### src/rtl/shift_pkg.sv
// Shared shifter definitions: op encodings (also used by the ALU decoder) and
// helpers that split the shift-amount bits across pipeline stages.
package shift_pkg;

    typedef enum logic [1:0] {
        OP_SLL = 2'b00,
        OP_SRL = 2'b01,
        OP_SRA = 2'b10,
        OP_ROR = 2'b11
    } shift_op_e;

    localparam int SHAMT_W = 6;

    // Shift-amount bits owned by stage idx; leftover bits go to the earliest stages.
    function automatic int stage_bits(input int total, input int stages, input int idx);
        return total / stages + ((idx < (total % stages)) ? 1 : 0);
    endfunction

    function automatic int stage_lo(input int total, input int stages, input int idx);
        int lo;
        lo = 0;
        for (int j = 0; j < idx; j++) begin
            lo += stage_bits(total, stages, j);
        end
        return lo;
    endfunction

endpackage

### src/rtl/shift_stage.sv
// One pipeline slice: applies the partial shift selected by shamt[SH_LO +: SH_W]
// to the incoming operand and registers it together with its sideband.
module shift_stage
    import shift_pkg::*;
#(
    parameter int XLEN  = 64,
    parameter int TAG_W = 5,
    parameter int SH_LO = 0,
    parameter int SH_W  = 1
) (
    input  logic               clk,
    input  logic               rst_n,
    input  logic               flush,
    input  logic               in_valid,
    output logic               in_ready,
    input  logic [XLEN-1:0]    in_data,
    input  shift_op_e          in_op,
    input  logic [SHAMT_W-1:0] in_shamt,
    input  logic               in_word,
    input  logic [TAG_W-1:0]   in_tag,
    output logic               out_valid,
    input  logic               out_ready,
    output logic [XLEN-1:0]    out_data,
    output shift_op_e          out_op,
    output logic [SHAMT_W-1:0] out_shamt,
    output logic               out_word,
    output logic [TAG_W-1:0]   out_tag
);

    // Handshake: a transfer happens on a rising edge where valid and ready are
    // both 1. ready never looks at valid; valid/data hold steady until taken.
    logic [SHAMT_W-1:0] amt;
    logic [6:0]         rot;
    logic [XLEN-1:0]    shifted;
    logic               load;

    always_comb begin
        amt     = SHAMT_W'(in_shamt[SH_LO+SH_W-1:SH_LO]) << SH_LO;
        rot     = 7'(XLEN) - {1'b0, amt};
        shifted = in_data;
        case (in_op)
            OP_SLL:  shifted = in_data << amt;
            OP_SRL:  shifted = in_data >> amt;
            OP_SRA:  shifted = XLEN'($signed(in_data) >>> amt);
            // rot == XLEN when amt == 0, so the wrap-around term shifts out to zero
            OP_ROR:  shifted = (in_data >> amt) | (in_data << rot);
            default: shifted = in_data;
        endcase
    end

    always_comb begin
        in_ready = (!out_valid || out_ready) && !flush;
        load     = in_valid && in_ready;
    end

    always_ff @(posedge clk or negedge rst_n) begin
        if (!rst_n) begin
            out_valid <= 1'b0;
            out_data  <= '0;
            out_op    <= OP_SLL;
            out_shamt <= '0;
            out_word  <= 1'b0;
            out_tag   <= '0;
        end else begin
            if (flush) begin
                out_valid <= 1'b0;
            end else if (load) begin
                out_valid <= 1'b1;
            end else if (out_ready) begin
                out_valid <= 1'b0;
            end
            if (load) begin
                out_data  <= shifted;
                out_op    <= in_op;
                out_shamt <= in_shamt;
                out_word  <= in_word;
                out_tag   <= in_tag;
            end
        end
    end

endmodule

### src/rtl/shift_pipe.sv
// Pipelined barrel shifter (SLL/SRL/SRA/ROR plus 32-bit word variants) built from
// STAGES shift_stage slices with valid/ready flow control and a synchronous flush.
module shift_pipe
    import shift_pkg::*;
#(
    parameter int XLEN   = 64,
    parameter int STAGES = 2,
    parameter int TAG_W  = 5
) (
    input  logic             clk,
    input  logic             rst_n,
    input  logic             flush,
    input  logic             in_valid,
    output logic             in_ready,
    input  logic [XLEN-1:0]  in_a,
    input  logic [5:0]       in_shamt,
    input  logic [1:0]       in_op,
    input  logic             in_word,
    input  logic [TAG_W-1:0] in_tag,
    output logic             out_valid,
    input  logic             out_ready,
    output logic [XLEN-1:0]  out_result,
    output logic [TAG_W-1:0] out_tag
);

    localparam int LOG = $clog2(XLEN);

    logic               v_c   [STAGES+1];
    logic               r_c   [STAGES+1];
    logic [XLEN-1:0]    d_c   [STAGES+1];
    shift_op_e          op_c  [STAGES+1];
    logic [SHAMT_W-1:0] sh_c  [STAGES+1];
    logic               w_c   [STAGES+1];
    logic [TAG_W-1:0]   tag_c [STAGES+1];

    shift_op_e          op_in;
    logic               word_eff;
    logic [63:0]        a_wide;
    logic [63:0]        a_pre64;
    logic [SHAMT_W-1:0] sh_eff;
    logic [XLEN-1:0]    d_last;
    logic               unused_tail;

    // Word ops are widened up front so the full-width slices need no word awareness.
    always_comb begin
        op_in    = shift_op_e'(in_op);
        word_eff = (XLEN == 64) && in_word;
        a_wide   = 64'(in_a);
        a_pre64  = a_wide;
        if (word_eff) begin
            case (op_in)
                OP_SRL:  a_pre64 = {32'h0, a_wide[31:0]};
                OP_SRA:  a_pre64 = {{32{a_wide[31]}}, a_wide[31:0]};
                OP_ROR:  a_pre64 = {a_wide[31:0], a_wide[31:0]};
                default: a_pre64 = a_wide;
            endcase
        end
        if (word_eff || (XLEN == 32)) begin
            sh_eff = {1'b0, in_shamt[4:0]};
        end else begin
            sh_eff = in_shamt;
        end
    end

    assign v_c[0]      = in_valid;
    assign d_c[0]      = XLEN'(a_pre64);
    assign op_c[0]     = op_in;
    assign sh_c[0]     = sh_eff;
    assign w_c[0]      = word_eff;
    assign tag_c[0]    = in_tag;
    assign in_ready    = r_c[0];
    assign r_c[STAGES] = out_ready;

    for (genvar g = 0; g < STAGES; g++) begin : g_stage
        localparam int SW = stage_bits(LOG, STAGES, g);
        localparam int SL = stage_lo(LOG, STAGES, g);

        shift_stage #(
            .XLEN  (XLEN),
            .TAG_W (TAG_W),
            .SH_LO (SL),
            .SH_W  (SW)
        ) u_stage (
            .clk       (clk),
            .rst_n     (rst_n),
            .flush     (flush),
            .in_valid  (v_c[g]),
            .in_ready  (r_c[g]),
            .in_data   (d_c[g]),
            .in_op     (op_c[g]),
            .in_shamt  (sh_c[g]),
            .in_word   (w_c[g]),
            .in_tag    (tag_c[g]),
            .out_valid (v_c[g+1]),
            .out_ready (r_c[g+1]),
            .out_data  (d_c[g+1]),
            .out_op    (op_c[g+1]),
            .out_shamt (sh_c[g+1]),
            .out_word  (w_c[g+1]),
            .out_tag   (tag_c[g+1])
        );
    end

    assign d_last      = d_c[STAGES];
    assign out_valid   = v_c[STAGES];
    assign out_tag     = tag_c[STAGES];
    assign out_result  = w_c[STAGES] ? XLEN'({{32{d_last[31]}}, d_last[31:0]}) : d_last;
    assign unused_tail = ^{op_c[STAGES], sh_c[STAGES]};

endmodule
### config.mk
export PLATFORM = sky130hd
export DESIGN_NAME = shift_pipe
export DESIGN_NICKNAME = d
export VERILOG_FILES = /design/src/rtl/shift_pkg.sv /design/src/rtl/shift_stage.sv /design/src/rtl/shift_pipe.sv
export SDC_FILE = /design/constraint.sdc
export NUM_CORES = 1
export LEC_CHECK = 0
export CELL_PAD_IN_SITES_DETAIL_PLACEMENT = 0
export CELL_PAD_IN_SITES_GLOBAL_PLACEMENT = 2
export CORE_MARGIN = 2
export CORE_UTILIZATION = 32
export DETAILED_ROUTE_END_ITERATION = 7
export MAX_ROUTING_LAYER = met4
export PLACE_DENSITY_LB_ADDON = 0.05
export SLEW_MARGIN = 10
export SYNTH_ARGS = -nofsm -noshare
export SYNTH_HDL_FRONTEND = slang
export SYNTH_SLANG_ARGS = --single-unit
export TNS_END_PERCENT = 30
### constraint.sdc
create_clock -name clk -period 9.4 [get_ports clk]
set_clock_uncertainty 0.15 [all_clocks]
set_input_delay 0.94 -clock clk [delete_from_list [all_inputs] [get_ports clk]]
set_output_delay 0.94 -clock clk [all_outputs]
set_load 0.01 [all_outputs]
==> metrics.txt, run 1 <==
outcome completed; post-route antenna net violation count 0; final hold violation count 0; cell count after synthesis roughly 2,500; Core ar. roughly 60,000 um2; Period Utilization, post-route roughly half; sink count of the clock tree 147; TritonCTS Buffers 17; Root Driver clkbuf_16; maximum clock insertion buffer count 2; max incr delay on CP between 1 and 1.5 ns; storage element area roughly 3700 um2; worst hold-check path type primary input to async pin; setup violators final 0; fin crit period 4.81 ns; syn nets 2,544; hold-fix buffers at CTS 0; most common cell after layout, fill and taps aside nand2_1; Worst setup EP type flop; number of enable flip-flop cells after synthesis 0; crit start category primary input; Ys Warns 0; initial antenna violation count 1; H-tree Lvls 4; CTS resizes 0; layout cells sized above 1 between 10% and 20%; post-DP HPWL between 70,000 and 80,000 um; critical path peak fanout 20; final instance area 21,500 um2; Die Y around 250 um; Reg clk slew, reported paths approximately 0.080 ns; grt total ovfl 0; syn avg cell area 7.83 um2; Die W between 200 and 250 um; Nets 2,477; maximum number of pins on one net before global-route repair 75; PwrDens 184 nW/um2; total wire length around 100,000 um; Pre-antenna DRT Iters 5; dominant synthesized flop cell dfrtp_1; leakage around 8.4 nW; number of unique standard cell types used by synthesis 78; Boundary Pins 154; CTS tree built; worst path cell trace clkdlybuf4s50_1, nand2_1, o2bb2ai_1, o22ai_1, a311oi_1, a2111oi_0, o31ai_1; DR vias ~21,000; slew margin rel. 23.6%; fin. max-slew vios 0; Die ar. 62,100 um2; Setup Buffers After CTS 0; Setup WS pre-CTS about 4.2 ns; Yosys reg bits around 150; area of the multi-input gates ~14,000 um2; fmax approximately 210 MHz; RePlAce Congestion between 0.9 and 1; critical path class primary input to flop; max_cap viols 0; post-synthesis async set-or-reset flop share 100%; RSZ-0062 raised after global routing no; WL per Instance between 30 and 40 um; I/O Buffers ~150; # diodes 0; Seq/Total Area, Yosys a little under a fifth; synthesized cell area around 19,000 um2; Initial Util 32.5%; Worst-Margin Slew between 1 and 1.5 ns; FILL cells between 6,000 and 7,000; first-pass GRT wire length between 100,000 and 150,000 um; later-pin clock latency in the skew report approximately 0.50 ns; Area Overhead vs Synth 11.6%; setup_tns 0 ns; top cells by area, synth dfrtp_1 (19%), mux2i_1 (14%), mux4_2 (9.7%); Iteration-0 DRC Markers around 2,500; Crit-path slowest cell clkdlybuf4s50_1; arrival time worst endpoint around 5 ns; area fraction of the dominant cell type after synthesis 19.1%; vias in the first global route roughly 20,000; most frequent cells in the layout nand2_1 (326), mux2i_1 (270), nor2_1 (232); DR vias/cell ~6.5; drt drc 0; setup ws final 4.59 ns; Post-DP Area 20,900 um2; Max IR drop VDD roughly 0.00016 V; Total GRT Usage about a third; number of cell rows roughly 90; area leader, netlist dfrtp_1; Required @ worst endpoint roughly 9.7 ns
-- power by group --
part / switching, mW / total, mW / leakage, nW / internal (mW)
clock: 0.325 / 0.751 / 0.290 / 0.426
combinational: 1.25 / 2.13 / 6.40 / 0.876
sequential: 0.287 / 1.07 / 1.74 / 0.780
total: 1.86 / 3.95 / 8.43 / 2.08
-- area by class of cell --
class	instances	share of cell area [%]
multi-input combinational	1969	65.6
clock inverter	14	0.827
inverter	47	0.827
clock buffer	18	2.04
sequential	147	17.2
tap	773	4.50
timing repair buffer	209	9.06
-- worst max-delay path: cells and delay by family --
family / cells / cell delay [ns]
compound gates: 5 / 2.18
simple gates: 1 / 0.81
buf+inv: 1 / 1.12
-- path summary, 6_finish.rpt --
check / slack (ns) / to / from / cells after the start
max: 4.59 / g_stage[0].u_stage.out_data[49] / in_op[1] / 7
min: 0.29 / g_stage[1].u_stage.out_data[37] / rst_n / 1
max reg2reg: 4.97 / g_stage[1].u_stage.out_data[5] / g_stage[0].u_stage.out_shamt[3] / 7
min reg2reg: 0.31 / g_stage[1].u_stage.out_tag[1] / g_stage[0].u_stage.out_tag[1] / 2
max in group asynchronous: 7.40 / g_stage[0].u_stage.out_shamt[3] / rst_n / 2
min in group clk: 0.31 / g_stage[1].u_stage.out_tag[1] / g_stage[0].u_stage.out_tag[1] / 2
-- synth_stat cells (all sizes together) (45+ instances only) --
cell and count:
o22ai 54, clkbuf 143, buf 152, nor2 235, a21oi 162, mux4 83
a211oi 68, nand2 326, dfrtp 147, mux2i 270, o21ai 201, mux2 83
inv 45
-- layer usage --
| metal | vias to the layer above | wire length (um) | GRT usage [%] |
|---|---|---|---|
| li1 | 9092 | - | - |
| met1 | 10399 | 44400 | 43.9 |
| met2 | 1034 | 47600 | 52.0 |
| met3 | 234 | 5900 | 3.31 |
| met4 | 0 | 6310 | 18.2 |
| met5 | - | 0 | - |
-- logic make-up after synthesis --
| family | after synthesis | synth area share, % |
|---|---|---|
| muxes | 436 | 28.6 |
| xor gates and xnor gates | 2 | 0.0910 |
| DFF | 147 | 19.1 |
| buffers and inverters | 342 | 8.07 |
| and+or+nand+nor | 708 | 15.5 |
| AOI/OAI and AO/OA | 820 | 28.4 |
| adders and majority gates | 3 | 0.195 |
-- registers in the layout (all words and copies together) (netlist names) --
signal,cells
g_stage.u_stage.out_data,128
g_stage.u_stage.out_tag,10
g_stage.u_stage.out_op,2
g_stage.u_stage.out_word,2
g_stage.u_stage.out_shamt,3
g_stage.u_stage.out_valid,2
-- stage by stage --
step / hold WS, ns / std cells / util, % / power (mW)
global placement: 0.299 / 3144 / 35.2 / 3.17
finish: 0.295 / 3177 / 36.3 / 3.95
CTS: 0.291 / 3177 / 36.3 / 3.93
detailed placement: 0.299 / 3145 / 35.2 / 3.16
floorplan: 0.289 / 2458 / - / 2.29
global route: 0.325 / 3177 / 36.3 / 4.14
(Power assumes the default switching activity.)
==> inputs of run 2 (changes only) <==
==> constraint.sdc (replaced) <==
create_clock -name clk -period 4.3 [get_ports clk]
set_clock_uncertainty 0.15 [all_clocks]
set_input_delay 0.43 -clock clk [delete_from_list [all_inputs] [get_ports clk]]
set_output_delay 0.43 -clock clk [all_outputs]
set_load 0.01 [all_outputs]
==> run 2 against run 1 <==
Sequential cell count unchanged. Clock power increased by 110%. Clock-buffer cell count up 1. Hold slack better by 0.025 ns. Worst setup slack got worse by 4.1 ns. Design area is 2.3% higher. Via count up 0.96%. Largest power group unchanged. Cell count is 1.8% higher. Non-clock buffer count is 56 higher. Sequential share of layout area fell by 0.38 points.
==> metrics.txt, run 2 (same netlist as run 1, synthesis figures left out) <==
outcome completed (unchanged); most frequent cells in the layout nand2_1 (326), mux2i_1 (270), nor2_1 (233) (was nand2_1 (326), mux2i_1 (270), nor2_1 (232)); Seq pwr share 27.3% (was 27.0%); most flop-heavy register g_stage.u_stage.out_data (unchanged); initial antenna violation count 0 (was 1); RePlAce Congestion 0.998 (was 0.951); most common cell after layout, fill and taps aside nand2_1 (unchanged); sink count of the clock tree 147 (unchanged); layout cells sized above 1 14.8% (was 12.9%); grt total ovfl 0 (unchanged); Required @ worst endpoint 3.72 ns (was 9.66 ns); PwrDens 393 nW/um2 (was 184 nW/um2); Initial Util 32.5% (unchanged); post-route antenna net violation count 0 (unchanged); clock network power share 18.4% (was 19.0%); Period Utilization, post-route a little under 90%; number of flip-flops in the largest register 128 (unchanged); Worst-Margin Slew 1.18 ns (was 1.14 ns); max_cap viols 0 (unchanged); Post-DP Area 21,400 um2 (was 20,900 um2); Die Y 249 um (unchanged); fin crit period 3.78 ns; setup violators final 0 (unchanged); Core ar. 59,200 um2 (unchanged); Die W 249 um (unchanged); TritonCTS Buffers 17 (unchanged); total wire length 105,000 um (was 104,000 um); FILL cells 6,262 (was 6,296); Nets 2,533 (was 2,477); drt drc 0 (unchanged); Total GRT Usage 34.1% (was 33.8%); Crit-path slowest cell dfrtp_1 (was clkdlybuf4s50_1); maximum clock insertion buffer count 2 (unchanged); Regs by FF count g_stage.u_stage.out_data (128), g_stage.u_stage.out_tag (10), g_stage.u_stage.out_shamt (3) (unchanged); worst path cell trace nand2_1, o21ai_0, clkdlybuf4s50_1 (was clkdlybuf4s50_1, nand2_1, o2bb2ai_1, o22ai_1, a311oi_1, a2111oi_0, o31ai_1); switching share of power 47.6% (was 47.3%); Iteration-0 DRC Markers 2,582 (was 2,462); maximum number of pins on one net before global-route repair 155 (was 75); vias in the first global route 20,215 (was 19,826); number of cell rows 89 (unchanged); Setup WS pre-CTS 0.411 ns (was 4.24 ns); critical path peak fanout 34 (was 20); setup_tns 0 ns (unchanged); Comb power frac 54.3% (was 53.9%); Area Overhead vs Synth 14.2% (was 11.6%); Worst setup EP type output port (was flop); Reg clk slew, reported paths 0.07 ns (was 0.08 ns); final instance area 22,000 um2 (was 21,500 um2); H-tree Lvls 4 (unchanged); Root Driver clkbuf_16 (unchanged); arrival time worst endpoint 3.20 ns (was 5.07 ns); slew margin rel. 21.3% (was 23.6%); critical path class flop to output port (was primary input to flop); Hold WS 0.320 ns (was 0.295 ns); I/O Buffers 153 (unchanged); CP top delay family flip-flops (was compound AO/OA/AOI/OAI gates); Boundary Pins 154 (unchanged); RSZ-0062 raised after global routing no (unchanged); worst hold-check path type flop to flop (was primary input to async pin); Pre-antenna DRT Iters 6 (was 5); DR vias/cell 6.48 (was 6.53); Pwr Total 8.64 mW (was 3.95 mW); post-DP HPWL 78,300 um (was 75,800 um); CTS tree built (unchanged); WL per Instance 32.5 um (was 32.8 um); internal power 4.53 mW (was 2.08 mW); Bufs and invs on worst path 1 (unchanged); fmax ~260 MHz; fin. max-slew vios 0 (unchanged); Die ar. 62,100 um2 (unchanged); final hold violation count 0 (unchanged); max incr delay on CP 0.97 ns (was 1.12 ns); net switching power 4.12 mW (was 1.86 mW); first-pass GRT wire length 152,000 um (was 150,000 um); leakage 8.73 nW (was 8.43 nW); DR vias 20,958 (was 20,759); later-pin clock latency in the skew report 0.49 ns (was 0.50 ns); Max IR drop VDD 0.000257 V (was 0.000156 V); setup ws final 0.523 ns (was 4.59 ns); crit start category flop (was primary input)
==> run 2: changes by cell type in the layout (fill, tap and decap cells not counted), moves of 2 or more <==
cell / change
buf_4: +47
buf_12: +8
bufinv_16: -2
clkinvlp_4: -2
inv_8: +2
==> run 2: area by class of cell <==
class                           instances  area [um2]  share of cell area [%]
Antenna cell                            1        2.50                  0.0114
Clock inverter                         13         138                   0.626
Timing Repair Buffer                  265        2470                    11.2
Tap cell                              773         967                    4.40
Clock buffer                           19         453                    2.06
Inverter                               47         178                   0.809
Sequential cell                       147        3690                    16.8
Multi-Input combinational cell       1969       14100                    64.1
==> run 2: power by group through the flow <==
stage	registers, mW	clock network [mW]	logic (mW)
finish	2.36	1.59	4.69
global route	2.39	1.67	5.01
CTS	2.35	1.62	4.63
detailed placement	2.38	0	4.61
global placement	2.36	0	4.63
floorplan	1.94	0	3.06
==> run 2: repair_timing <==
action,4_1_cts,5_1_grt
gates resized for setup,0,0
hold buffers,1,0
endpoints found under the hold margin,68,0
setup buffers,0,0
==> run 2: final timing paths <==
check	startpoint	to	slack, ns	cells past startpoint
worst max register to register	g_stage[0].u_stage.out_shamt[4]	g_stage[1].u_stage.out_data[38]	1.00	8
worst max-delay path	g_stage[1].u_stage.out_word	out_result[56]	0.52	3
worst min register to register	g_stage[0].u_stage.out_tag[2]	g_stage[1].u_stage.out_tag[2]	0.32	2
min in group asynchronous	rst_n	g_stage[1].u_stage.out_data[36]	0.37	2
worst min-delay path	g_stage[0].u_stage.out_tag[2]	g_stage[1].u_stage.out_tag[2]	0.32	2
max in group asynchronous	rst_n	g_stage[1].u_stage.out_data[19]	2.79	3
==> run 2: tightest hold or removal path, cell delays in order, from the launching register on <==
cell and delay [ns]:
dfrtp_1 0.34, nand2_1 0.05, nand2_1 0.05
==> run 2: layer usage <==
layer  vias up  wire length [um]  GRT usage, %
met1     10446             45100          44.7
met2      1108             48000          52.8
met5         -                 0             -
met4         0              5340          16.2
met3       212              6680          3.27
li1       9192                 -             -
==> run 2: stage by stage <==
| stage | util, % | cells |
|---|---|---|
| floorplan | - | 2458 |
| global placement | 36.1 | 3200 |
| detailed placement | 36.1 | 3200 |
| CTS | 37.1 | 3233 |
| global route | 37.1 | 3233 |
| finish | 37.1 | 3234 |
==> inputs of run 3 (changes only) <==
--- a/config.mk
+++ b/config.mk
@@ -7,6 +7,7 @@
 export LEC_CHECK = 0
 export CELL_PAD_IN_SITES_DETAIL_PLACEMENT = 0
 export CELL_PAD_IN_SITES_GLOBAL_PLACEMENT = 2
+export CORE_ASPECT_RATIO = 1.75
 export CORE_MARGIN = 2
 export CORE_UTILIZATION = 32
 export DETAILED_ROUTE_END_ITERATION = 7
==> run 3 against run 2 <==
Global-route usage is 2.1 points higher. Cell count up 1.6%. Die area is 0.12% higher. Core utilization increased by 0.095 points. Sequential cell count unchanged. Sequential power decreased by 2%. Power increased by 0.11%. Hold slack improved by 0.0039 ns.
==> metrics.txt, run 3 (same netlist as run 1, synthesis figures left out) <==
final hold violation count 0 (unchanged); Boundary Pins 154 (unchanged); post-DP HPWL 85,500 um (was 78,300 um); most frequent cells in the layout nand2_1 (326), mux2i_1 (270), nor2_1 (233) (unchanged); DR vias/cell 6.50 (was 6.48); met2 GRT Util 62.3% (was 52.8%); arrival time worst endpoint 3.72 ns (was 3.20 ns); maximum clock insertion buffer count 2 (unchanged); Die ar. 62,200 um2 (was 62,100 um2); Setup WS pre-CTS 0.427 ns (was 0.411 ns); fin crit period 3.55 ns (was 3.78 ns); layout cells sized above 1 16.0% (was 14.8%); setup_tns 0 ns (unchanged); total wire length 110,000 um (was 105,000 um); Iteration-0 DRC Markers 2,027 (was 2,582); routing usage on met3 3.31% (was 3.27%); setup ws final 0.749 ns (was 0.523 ns); number of flip-flops in the largest register 128 (unchanged); outcome completed (unchanged); Total GRT Usage 36.1% (was 34.1%); drt drc 0 (unchanged); net switching power 4.12 mW (about the same); first-pass GRT wire length 157,000 um (was 152,000 um); worst hold-check path type flop to flop (unchanged); Root Driver clkbuf_16 (unchanged); Comb power frac 55.7% (was 54.3%); I/O Buffers 153 (unchanged); sink count of the clock tree 147 (unchanged); critical path class primary input to flop (was flop to output port); area of the multi-input gates 14,100 um2 (unchanged); Nets 2,571 (was 2,533); RSZ-0062 raised after global routing no (unchanged); switching share of power 47.7% (was 47.6%); RePlAce Congestion 1.01 (was 0.998); TritonCTS Buffers 17 (unchanged); storage element area 3690 um2 (unchanged); Pre-antenna DRT Iters 5 (was 6); met1 Track Usage GR 37.3% (was 44.7%); Required @ worst endpoint 4.47 ns (was 3.72 ns); FILL cells 6,351 (was 6,262); DR vias 21,345 (was 20,958); grt total ovfl 0 (unchanged); Reg clk slew, reported paths 0.07 ns (about the same); slew margin rel. 35.3% (was 21.3%); Worst setup EP type flop (was output port); H-tree Lvls 4 (unchanged); internal power 4.53 mW (about the same); Die W 189 um (was 249 um); CTS resizes 0 (unchanged); critical path peak fanout 19 (was 34); Max IR drop VDD 0.000239 V (was 0.000257 V); fin. max-slew vios 0 (unchanged); most flop-heavy register g_stage.u_stage.out_data (unchanged); Initial Util 32.2% (was 32.5%); Core ar. 59,900 um2 (was 59,200 um2); Die Y 328 um (was 249 um); Seq pwr share 26.7% (was 27.3%); fmax 282 MHz (was 265 MHz); setup violators final 0 (unchanged); clock network power share 17.5% (was 18.4%); crit start category primary input (was flop); Period Utilization, post-route 82.6% (was 87.8%); busiest grt layer met2 (unchanged); post-route antenna net violation count 0 (unchanged); Area Overhead vs Synth 15.7% (was 14.2%); Worst-Margin Slew 0.967 ns (was 1.18 ns); vias in the first global route 21,070 (was 20,215); PwrDens 389 nW/um2 (was 393 nW/um2); initial antenna violation count 0 (unchanged); CTS tree built (unchanged); later-pin clock latency in the skew report 0.46 ns (was 0.49 ns); most common cell after layout, fill and taps aside nand2_1 (unchanged); Regs by FF count g_stage.u_stage.out_data (128), g_stage.u_stage.out_tag (10), g_stage.u_stage.out_shamt (3) (unchanged); maximum number of pins on one net before global-route repair 127 (was 155); WL per Instance 33.6 um (was 32.5 um); leakage 8.90 nW (was 8.73 nW); max_cap viols 0 (unchanged); number of cell rows 119 (was 89)
[run 3: cell types whose count changed in the layout (fill, tap and decap cells not counted), moves of 2 or more]
cell / previous run / this run
buf_4: 103 / 140
clkbuf_1: 0 / 2
clkbuf_8: 2 / 0
clkinv_2: 1 / 3
inv_8: 2 / 0
[run 3: worst paths after layout]
path                       cells after the start                            start  slack, ns                         endpoint
setup / recovery                               6                         in_a[31]       0.75  g_stage[0].u_stage.out_data[58]
hold / removal                                 2    g_stage[0].u_stage.out_tag[0]       0.32    g_stage[1].u_stage.out_tag[0]
setup reg to reg                               6  g_stage[0].u_stage.out_shamt[3]       0.83   g_stage[1].u_stage.out_data[1]
hold reg to reg                                2    g_stage[0].u_stage.out_tag[0]       0.32    g_stage[1].u_stage.out_tag[0]
max in group asynchronous                      3                            rst_n       2.63  g_stage[0].u_stage.out_shamt[5]
min in group asynchronous                      2                            rst_n       0.42  g_stage[1].u_stage.out_data[30]
[run 3: power groups by stage]
stage / clock network, mW / logic, mW / registers [mW]
floorplan: 0 / 3.06 / 1.94
global placement: 0 / 4.76 / 2.31
detailed placement: 0 / 4.75 / 2.33
CTS: 1.55 / 4.77 / 2.30
global route: 1.59 / 5.14 / 2.34
finish: 1.52 / 4.82 / 2.31
[run 3: repair_timing]
item | 4_1_cts | 5_1_grt
endpoints found under the hold margin | 67 | 0
setup buffers | 0 | 0
hold buffers | 1 | 0
setup endpoints to repair | 0 | 0
[run 3: worst max-delay path, stage by stage]
cell and delay (ns):
clkdlybuf4s50_1 0.87, mux2i_1 0.57, a2bb2oi_1 0.73, mux2i_1 0.30, a221oi_1 0.65, a21oi_1 0.15
[run 3: routing by layer]
| layer | vias up | share of wire (%) | wire, um |
|---|---|---|---|
| li1 | 9266 | - | - |
| met1 | 10587 | 35 | 38300 |
| met2 | 1111 | 51 | 55900 |
| met3 | 381 | 4.8 | 5320 |
| met4 | 0 | 9.8 | 10800 |
| met5 | - | 0 | 0 |
[run 3: final cells by class]
class | count | share of cell area (%)
clock inverter | 13 | 0.562
timing repair buffer | 303 | 12.4
inverter | 47 | 0.798
sequential | 147 | 16.6
tap | 786 | 4.42
clock buffer | 19 | 1.95
antenna | 2 | 0.0225
multi-input combinational | 1969 | 63.2
[run 3: per-stage QoR]
step	total power [mW]	hold WS (ns)	area, um2	utilization [%]	cells
finish	8.65	0.324	22300	37.2	3286
detailed placement	7.08	0.311	21700	36.2	3251
global route	9.07	0.344	22300	37.2	3284
CTS	8.61	0.328	22300	37.2	3284
floorplan	5.00	-0.0156	19200	-	2458
global placement	7.07	0.302	21700	36.2	3251
